$ cat config.mk
export PLATFORM = sky130hd
export DESIGN_NAME = quad_decoder
export DESIGN_NICKNAME = d
export VERILOG_FILES = /design/src/rtl/quad_decoder.sv
export SDC_FILE = /design/constraint.sdc
export NUM_CORES = 1
export LEC_CHECK = 0
export CAP_MARGIN = 20
export CORE_MARGIN = 3
export CORE_UTILIZATION = 30
export CTS_CLUSTER_DIAMETER = 60
export DETAILED_ROUTE_END_ITERATION = 8
export DONT_BUFFER_PORTS = 1
export GPL_TIMING_DRIVEN = 0
export SLEW_MARGIN = 15
export SYNTH_ARGS = -nofsm -noshare
export SYNTH_HDL_FRONTEND = slang
export SYNTH_SLANG_ARGS = --single-unit
export TNS_END_PERCENT = 50
$ cat constraint.sdc
create_clock -name clk -period 8 [get_ports clk]
set_clock_uncertainty 0.05 [all_clocks]
set_input_delay 1.6 -clock clk [delete_from_list [all_inputs] [get_ports clk]]
set_output_delay 1.6 -clock clk [all_outputs]
set_load 0.02 [all_outputs]
$ cat src/rtl/quad_decoder.sv
// Quadrature decoder: synchronises and glitch-filters A/B, decodes x4 into a signed position,
// and reports the number of valid steps in each fixed gate window.
module quad_decoder #(
  parameter int          WIDTH    = 32,
  parameter int          FILT_LEN = 4,
  parameter logic [31:0] GATE_CYC = 32'd1000000
) (
  input  logic                    clk,
  input  logic                    rst,
  input  logic                    enc_a,
  input  logic                    enc_b,
  input  logic                    clr,
  output logic signed [WIDTH-1:0] pos_cnt,
  output logic                    dir,
  output logic                    step_pulse,
  output logic                    err_pulse,
  output logic                    err_flag,
  output logic [WIDTH-1:0]        speed_cnt,
  output logic                    speed_vld
);

  typedef enum logic {S_INIT, S_RUN} state_t;

  localparam logic [3:0]  FILT_N    = 4'(FILT_LEN);
  localparam logic [31:0] GATE_LAST = GATE_CYC - 32'd1;

  logic             r_a_s1, r_a_s2, r_b_s1, r_b_s2;
  logic             r_vld_s1, r_vld_s2;
  logic [1:0]       w_sync;
  logic [1:0]       r_cand;
  logic [3:0]       r_fcnt, w_fcnt_next;
  logic [1:0]       r_filt;
  logic             r_filt_vld;
  state_t           r_state;
  logic [1:0]       r_prev;
  logic [1:0]       w_delta;
  logic [WIDTH-1:0] r_pos;
  logic             r_dir, r_step, r_err, r_err_flag;
  logic [31:0]      r_gate_cnt;
  logic [WIDTH-1:0] r_edge_cnt, w_edge_sum;
  logic [WIDTH-1:0] r_speed;
  logic             r_speed_vld;

  // Position along the forward cycle 00->10->11->01 for an {A,B} pair.
  function automatic logic [1:0] ab_idx(input logic [1:0] ab);
    return {ab[0], ab[1] ^ ab[0]};
  endfunction

  assign w_sync  = {r_a_s2, r_b_s2};
  assign w_delta = ab_idx(r_filt) - ab_idx(r_prev);

  // The valid shift keeps the reset-zero sync contents from being accepted as a real value.
  always_comb begin
    w_fcnt_next = r_fcnt;
    if (!r_vld_s2)
      w_fcnt_next = 4'd0;
    else if (w_sync != r_cand || r_fcnt == 4'd0)
      w_fcnt_next = 4'd1;
    else if (r_fcnt < FILT_N)
      w_fcnt_next = r_fcnt + 4'd1;
  end

  always_ff @(posedge clk) begin
    if (rst) begin
      r_a_s1     <= 1'b0;
      r_a_s2     <= 1'b0;
      r_b_s1     <= 1'b0;
      r_b_s2     <= 1'b0;
      r_vld_s1   <= 1'b0;
      r_vld_s2   <= 1'b0;
      r_cand     <= 2'b00;
      r_fcnt     <= 4'd0;
      r_filt     <= 2'b00;
      r_filt_vld <= 1'b0;
    end else begin
      r_a_s1   <= enc_a;
      r_a_s2   <= r_a_s1;
      r_b_s1   <= enc_b;
      r_b_s2   <= r_b_s1;
      r_vld_s1 <= 1'b1;
      r_vld_s2 <= r_vld_s1;
      r_cand   <= w_sync;
      r_fcnt   <= w_fcnt_next;
      if (w_fcnt_next == FILT_N) begin
        r_filt     <= w_sync;
        r_filt_vld <= 1'b1;
      end
    end
  end

  always_ff @(posedge clk) begin
    if (rst) begin
      r_state    <= S_INIT;
      r_prev     <= 2'b00;
      r_pos      <= '0;
      r_dir      <= 1'b0;
      r_step     <= 1'b0;
      r_err      <= 1'b0;
      r_err_flag <= 1'b0;
    end else begin
      r_step <= 1'b0;
      r_err  <= 1'b0;
      case (r_state)
        S_INIT: begin
          if (r_filt_vld) begin
            r_prev  <= r_filt;
            r_state <= S_RUN;
          end
        end
        S_RUN: begin
          if (r_filt != r_prev) begin
            r_prev <= r_filt;
            case (w_delta)
              2'd1: begin
                r_step <= 1'b1;
                r_dir  <= 1'b1;
                r_pos  <= r_pos + WIDTH'(1);
              end
              2'd3: begin
                r_step <= 1'b1;
                r_dir  <= 1'b0;
                r_pos  <= r_pos - WIDTH'(1);
              end
              default: begin
                r_err      <= 1'b1;
                r_err_flag <= 1'b1;
              end
            endcase
          end
        end
        default: r_state <= S_INIT;
      endcase
      // clr overrides any step or error landing in the same cycle.
      if (clr) begin
        r_pos      <= '0;
        r_err_flag <= 1'b0;
      end
    end
  end

  assign w_edge_sum = (r_step && r_edge_cnt != '1) ? r_edge_cnt + WIDTH'(1) : r_edge_cnt;

  always_ff @(posedge clk) begin
    if (rst) begin
      r_gate_cnt  <= 32'd0;
      r_edge_cnt  <= '0;
      r_speed     <= '0;
      r_speed_vld <= 1'b0;
    end else begin
      r_speed_vld <= 1'b0;
      if (r_gate_cnt == GATE_LAST) begin
        r_gate_cnt  <= 32'd0;
        r_speed     <= w_edge_sum;
        r_speed_vld <= 1'b1;
        r_edge_cnt  <= '0;
      end else begin
        r_gate_cnt <= r_gate_cnt + 32'd1;
        r_edge_cnt <= w_edge_sum;
      end
    end
  end

  assign pos_cnt    = r_pos;
  assign dir        = r_dir;
  assign step_pulse = r_step;
  assign err_pulse  = r_err;
  assign err_flag   = r_err_flag;
  assign speed_cnt  = r_speed;
  assign speed_vld  = r_speed_vld;

endmodule

== Yosys cells after proc, flatten, opt, wreduce, memory -nomap -nowiden ==
Index checks and enable logic that the tools add are counted.
Word-level totals
  register bits after elaboration: 151
  bits of input ports: 5
Cells by class
  add/sub/neg operators: 6
  order comparisons: 1
  equal/unequal tests: 9
  muxes and demuxes: 15
  bitwise gates (word level): 5
  reductions and logical operators: 11
Operator list (count)
  32-bit by 1-bit adder with 32-bit output (second input constant): 3
  32-bit case mux with 2 select lines: 1
  32-bit by 20-bit == test with 1-bit output (second input constant): 1
  32-bit two-way mux: 1
  32-bit inequality test (second input constant): 1
  32-bit by 1-bit subtractor with 32-bit output (second input constant): 1
  4-bit two-way mux: 3
  1-bit two-way mux: 6
  3-bit AND reduction: 2
  2-bit OR reduction: 3
  4-bit by 1-bit adder with 4-bit output (second input constant): 1
  4-bit by 3-bit == test with 1-bit output (second input constant): 1
  4-bit zero test: 1
  4-bit by 3-bit less-than comparator with 1-bit output (second input constant): 1
  2-bit two-way mux: 2
  2-bit inequality test: 2
  2-bit case mux with 2 select lines: 1
  1-bit NOT: 3
  3-bit OR reduction: 1
  2-bit by 1-bit == test with 1-bit output (second input constant): 1
  2-bit == test (second input constant): 1
  2-bit by 1-bit inequality test with 1-bit output (second input constant): 1
  2-bit inequality test (second input constant): 1
  1-bit case mux with 2 select lines: 1
  6 further kinds: 7

== Depth between registers and ports, before layout ==
  depth after elaboration: 6
  gate-level depth with buffers: 16

== Worst setup path before layout ==
No wires, ideal clock.
  path kind: reg2reg
  start point: reg r_filt[0]
  end point: reg r_pos[20] (netlist: pos_cnt[20])
  library setup time: 0.071 ns
  arrival: 3.498 ns
  path slack: 4.381 ns
  stages on the path, launching flop included: 17
  clock period less this slack: 3.619 ns
  path through: dfxtp_1 -> buf_2 -> xnor2_1 -> ha_1 -> clkinv_1 -> nand2_1 -> buf_2 -> buf_2 -> buf_2 -> xnor2_1 -> ha_1 -> and4_1 -> and3_1 -> nand3_1 -> and3_1 -> or4_1 -> a21oi_1
On the way
  word-level cells in the longest chain between the ends: 5
Ends and longest elaborated chain
  start: declaration: RTL line 32  | logic [1:0] r_filt;
  start signal: assignment: RTL line 85  | r_filt <= w_sync;
  1-bit XOR: RTL line 46  | return {ab[0], ab[1] ^ ab[0]};
  2-bit subtractor: RTL line 50  | assign w_delta = ab_idx(r_filt) - ab_idx(r_prev);
  2-bit == test / 2-bit by 1-bit == test with 1-bit output (equally long branches): RTL line 113  | case (w_delta)
  2-bit nonzero test (no line)
  3-bit AND reduction (no line)
  end signal: assignment: RTL line 117  | r_pos <= r_pos + WIDTH'(1);
  end signal: assignment: RTL line 122  | r_pos <= r_pos - WIDTH'(1);
  end: declaration: RTL line 37  | logic [WIDTH-1:0] r_pos;
Parallel ways exist; a longest one is shown, timed or not.
A chain may end at the register's enable or synchronous reset.

== Worst setup path after layout ==
  start point: reg r_filt[0]
  end point: reg r_pos[26] (netlist: pos_cnt[26])
The elaborated chain is that of the path after synthesis.

==> metrics.md <==
| Metric | Value |
|---|---|
| Total global-route track usage | around 16% |
| Die X-Extent | 165 um |
| Maximum VDD drop | between 100 and 150 uV |
| Ys async rst share | 0% |
| Sw Ratio | between 20 and 25% |
| WL final | about 22000 um |
| Count of different cell masters after synthesis | 71 |
| Worst Path Arrival | between 5 and 6 ns |
| First-pass GRT wire length | roughly 35000 um |
| Most frequent cells in the layout | nor2_1, dfxtp_1, nand2_1, xor2_1, nand3_1 |
| Clk pwr share | 52.7% |
| Crit Path Category | reg2reg |
| Comb power frac | between 1 and 1.5% |
| Worst hold path type | reg2reg |
| Post-synthesis compound-gate area fraction | between 10 and 15% |
| Fin crit share | around three fifths |
| Antenna violations before repair | 2 |
| Core area | about 0.025 mm2 |
| Largest family of logic cells by synthesized area | simple AND/OR/NAND/NOR gates |
| Setup TNS Final | 0 ns |
| Initial Util | approximately 30% |
| Final setup vio count | 0 |
| Clock slew at reported path FFs | roughly 0.07 ns |
| Outcome | complete, no violations |
| Mux cell area share after synthesis | 0.794% |
| Slew Viols, Final | 0 |
| EDFF count, synth | 0 |
| Req. time, crit path | approximately 8.3 ns |
| Pleak | 2.98 nW |
| Placed Area | about 0.0080 mm2 |
| I/O Buffers | 0 |
| Mean Syn Cell Area | about 8.3 um2 |
| DRT Pass-1 Iters | 5 |
| Peak Freq | 211 MHz |
| Unrepaired setup endpoints after global routing | no |
| Startpoint type of the worst setup path | flip-flop |
| Clk_lat worst skew | 0.44 ns |
| Switching Power | around 400 uW |
| Largest net degree at the start of global routing | 18 |
| DRT antenna net count | 0 |
| Layout area overhead | 14.0% |
| Post_cts resized | 0 |
| CTS max path bufs | 2 |
| Clk root buf | clkbuf_16 |
| Ys flop type | dfxtp_1 |
| Area of the mapped netlist | around 0.0076 mm2 |
| Fillers | approximately 2.6k |
| Number of global-route vias before repair | 6501 |
| Flops & latches, synth | 151 |
| Synth area leaders | dfxtp_1, nor2_1, xor2_1, nand3_1, nand4_1 |
| Cts hold-fix bufs | 0 |
| Row count | 57 |
| Share of cells above drive strength 1 | under 10% |
| Die height | roughly 160 um |
| Post-synthesis simple-gate area fraction | roughly 32% |
| Syn. warnings | 0 |
| Die footprint | 0.0272 mm2 |
| Ports | 74 |
| DR vias | a little under 7k |
| Mapped Cells | 914 |
| Net count, final | 945 |
| Design area | ~0.0086 mm2 |
| CTS tree | built |
| Minimum clock period | around 4.7 ns |
| Pwr dens | approximately 190 mW/mm2 |
| Routability congestion estimate | 0.914 |
| Sink Count | between 150 and 200 |
| Leading area contributor after synthesis | dfxtp_1 |
| Reg power frac | between 40% and 50% |
| Vias per cell | ~5.4 |
| Hpwl dp | 15800 um |
| Htree depth | 4 |
| Syn Nets | ~930 |
| Yosys top cell area share | between 30% and 40% |
| DR WL/cell | between 15 and 20 um |
| Rel. slew slack | 28.6% |
| TritonCTS buffer count | 17 |
| Post-CTS Setup Bufs | 0 |
| Crit path max fanout | 10 |
| Tightest Pin Transition | between 1 and 1.5 ns |
| Sequential area share after synthesis | between 30% and 40% |
| Synthesized-area fraction occupied by adder cells | less than 1% |
| Grt total ovfl | 0 |
| Residual DRC count | 0 |
| Number of DRC markers in iteration 0 | about 490 |
| Worst Setup End Kind | flip-flop |
| Max Cap Viol | 0 |
| Pint | roughly 1.2 mW |
| Most common cell after layout, fill and taps aside | nor2_1 |
| Final hold violation count | 0 |
| Xor-xnor portion of the synthesized cell area | a little over 10% |
-- layout make-up --
class | count | area (um2) | share of cell area [%]
Multi-Input combinational cell | 697 | 4270 | 49.5
Sequential cell | 151 | 3020 | 35.0
Clock buffer | 18 | 439 | 5.09
Tap cell | 324 | 405 | 4.70
Buffer | 58 | 250 | 2.90
Clock inverter | 14 | 199 | 2.31
Inverter | 8 | 30.0 | 0.348
Timing Repair Buffer | 1 | 7.51 | 0.0870
Antenna cell | 2 | 5.00 | 0.0580
-- power groups by stage --
stage	Sequential [mW]	Clock, mW	Combinational (mW)
floorplan	0.773	0	0.0157
CTS	0.757	0.881	0.0240
finish	0.757	0.870	0.0234
detailed placement	0.774	0	0.0238
global route	0.757	0.913	0.0263
global placement	0.774	0	0.0237
-- sequential cells by signal (all words and copies together) (netlist names), 2 cells and up --
signal      count
pos_cnt        32
r_cand          2
r_edge_cnt     32
r_fcnt          4
r_filt          2
r_gate_cnt     32
r_prev          2
speed_cnt      32
-- layer usage --
metal	share of wire, %	GRT usage (%)	routed length, um	vias to the layer above
met5	0	0	0	-
met4	1.9	5.26	419	0
met3	8.8	5.77	1910	35
met2	46	25.7	9910	241
met1	43	20.4	9400	3213
li1	-	-	-	3362
-- metrics by stage --
stage | power, mW | utilization [%] | hold slack [ns] | instances | worst slack [ns]
finish | 1.65 | 35.2 | 0.405 | 1273 | 3.25
global route | 1.70 | 35.2 | 0.415 | 1272 | 2.86
CTS | 1.66 | 35.1 | 0.401 | 1271 | 3.30
detailed placement | 0.798 | 32.5 | 0.381 | 1239 | 3.33
global placement | 0.798 | 32.5 | 0.368 | 1238 | 3.35
floorplan | 0.789 | - | 0.364 | 914 | 4.38
-- kinds of logic (layout without fill, tap and decap cells) --
kind of cell | after synthesis | count (layout)
compound gates | 134 | 134
xor+xnor | 84 | 84
fa+ha+maj | 6 | 6
buf+inv | 66 | 99
flops | 151 | 151
mux | 6 | 6
other cells | 0 | 2
simple gates | 467 | 467
-- worst paths after layout --
kind                       to  slack [ns]  cells after the start      start
setup / recovery  pos_cnt[26]        3.25                     16  r_filt[0]
hold / removal       r_vld_s2        0.41                      1   r_vld_s1
setup reg to reg  pos_cnt[26]        3.25                     16  r_filt[0]
hold reg to reg      r_vld_s2        0.41                      1   r_vld_s1
-- critical path, stage by stage, from the launching register on --
cell and delay, ns:
dfxtp_1 0.29, buf_2 0.16, xnor2_1 0.14, ha_1 0.38, clkinv_1 0.29, nand2_1 0.19, buf_2 0.28, buf_2 0.29
buf_2 0.31, xnor2_1 0.10, ha_1 0.27, or4_1 0.48, nor4_2 0.53, a21oi_1 0.15, o22ai_1 0.28, mux2i_1 0.26
mux2i_1 0.20
-- cells in the mapped netlist, types with 8 or more instances --
library cell	n
o21ai_0	23
or4_1	13
nor2_1	153
nand2_1	60
buf_2	8
xor2_1	58
a211oi_1	23
nor4_1	20
xnor2_1	24
nand3_1	56
and3_1	27
nand4_1	41
a21oi_1	37
nor3_1	21
dfxtp_1	151
clkbuf_1	45
and4_1	14
or3_1	14
(Power assumes the default switching activity.)
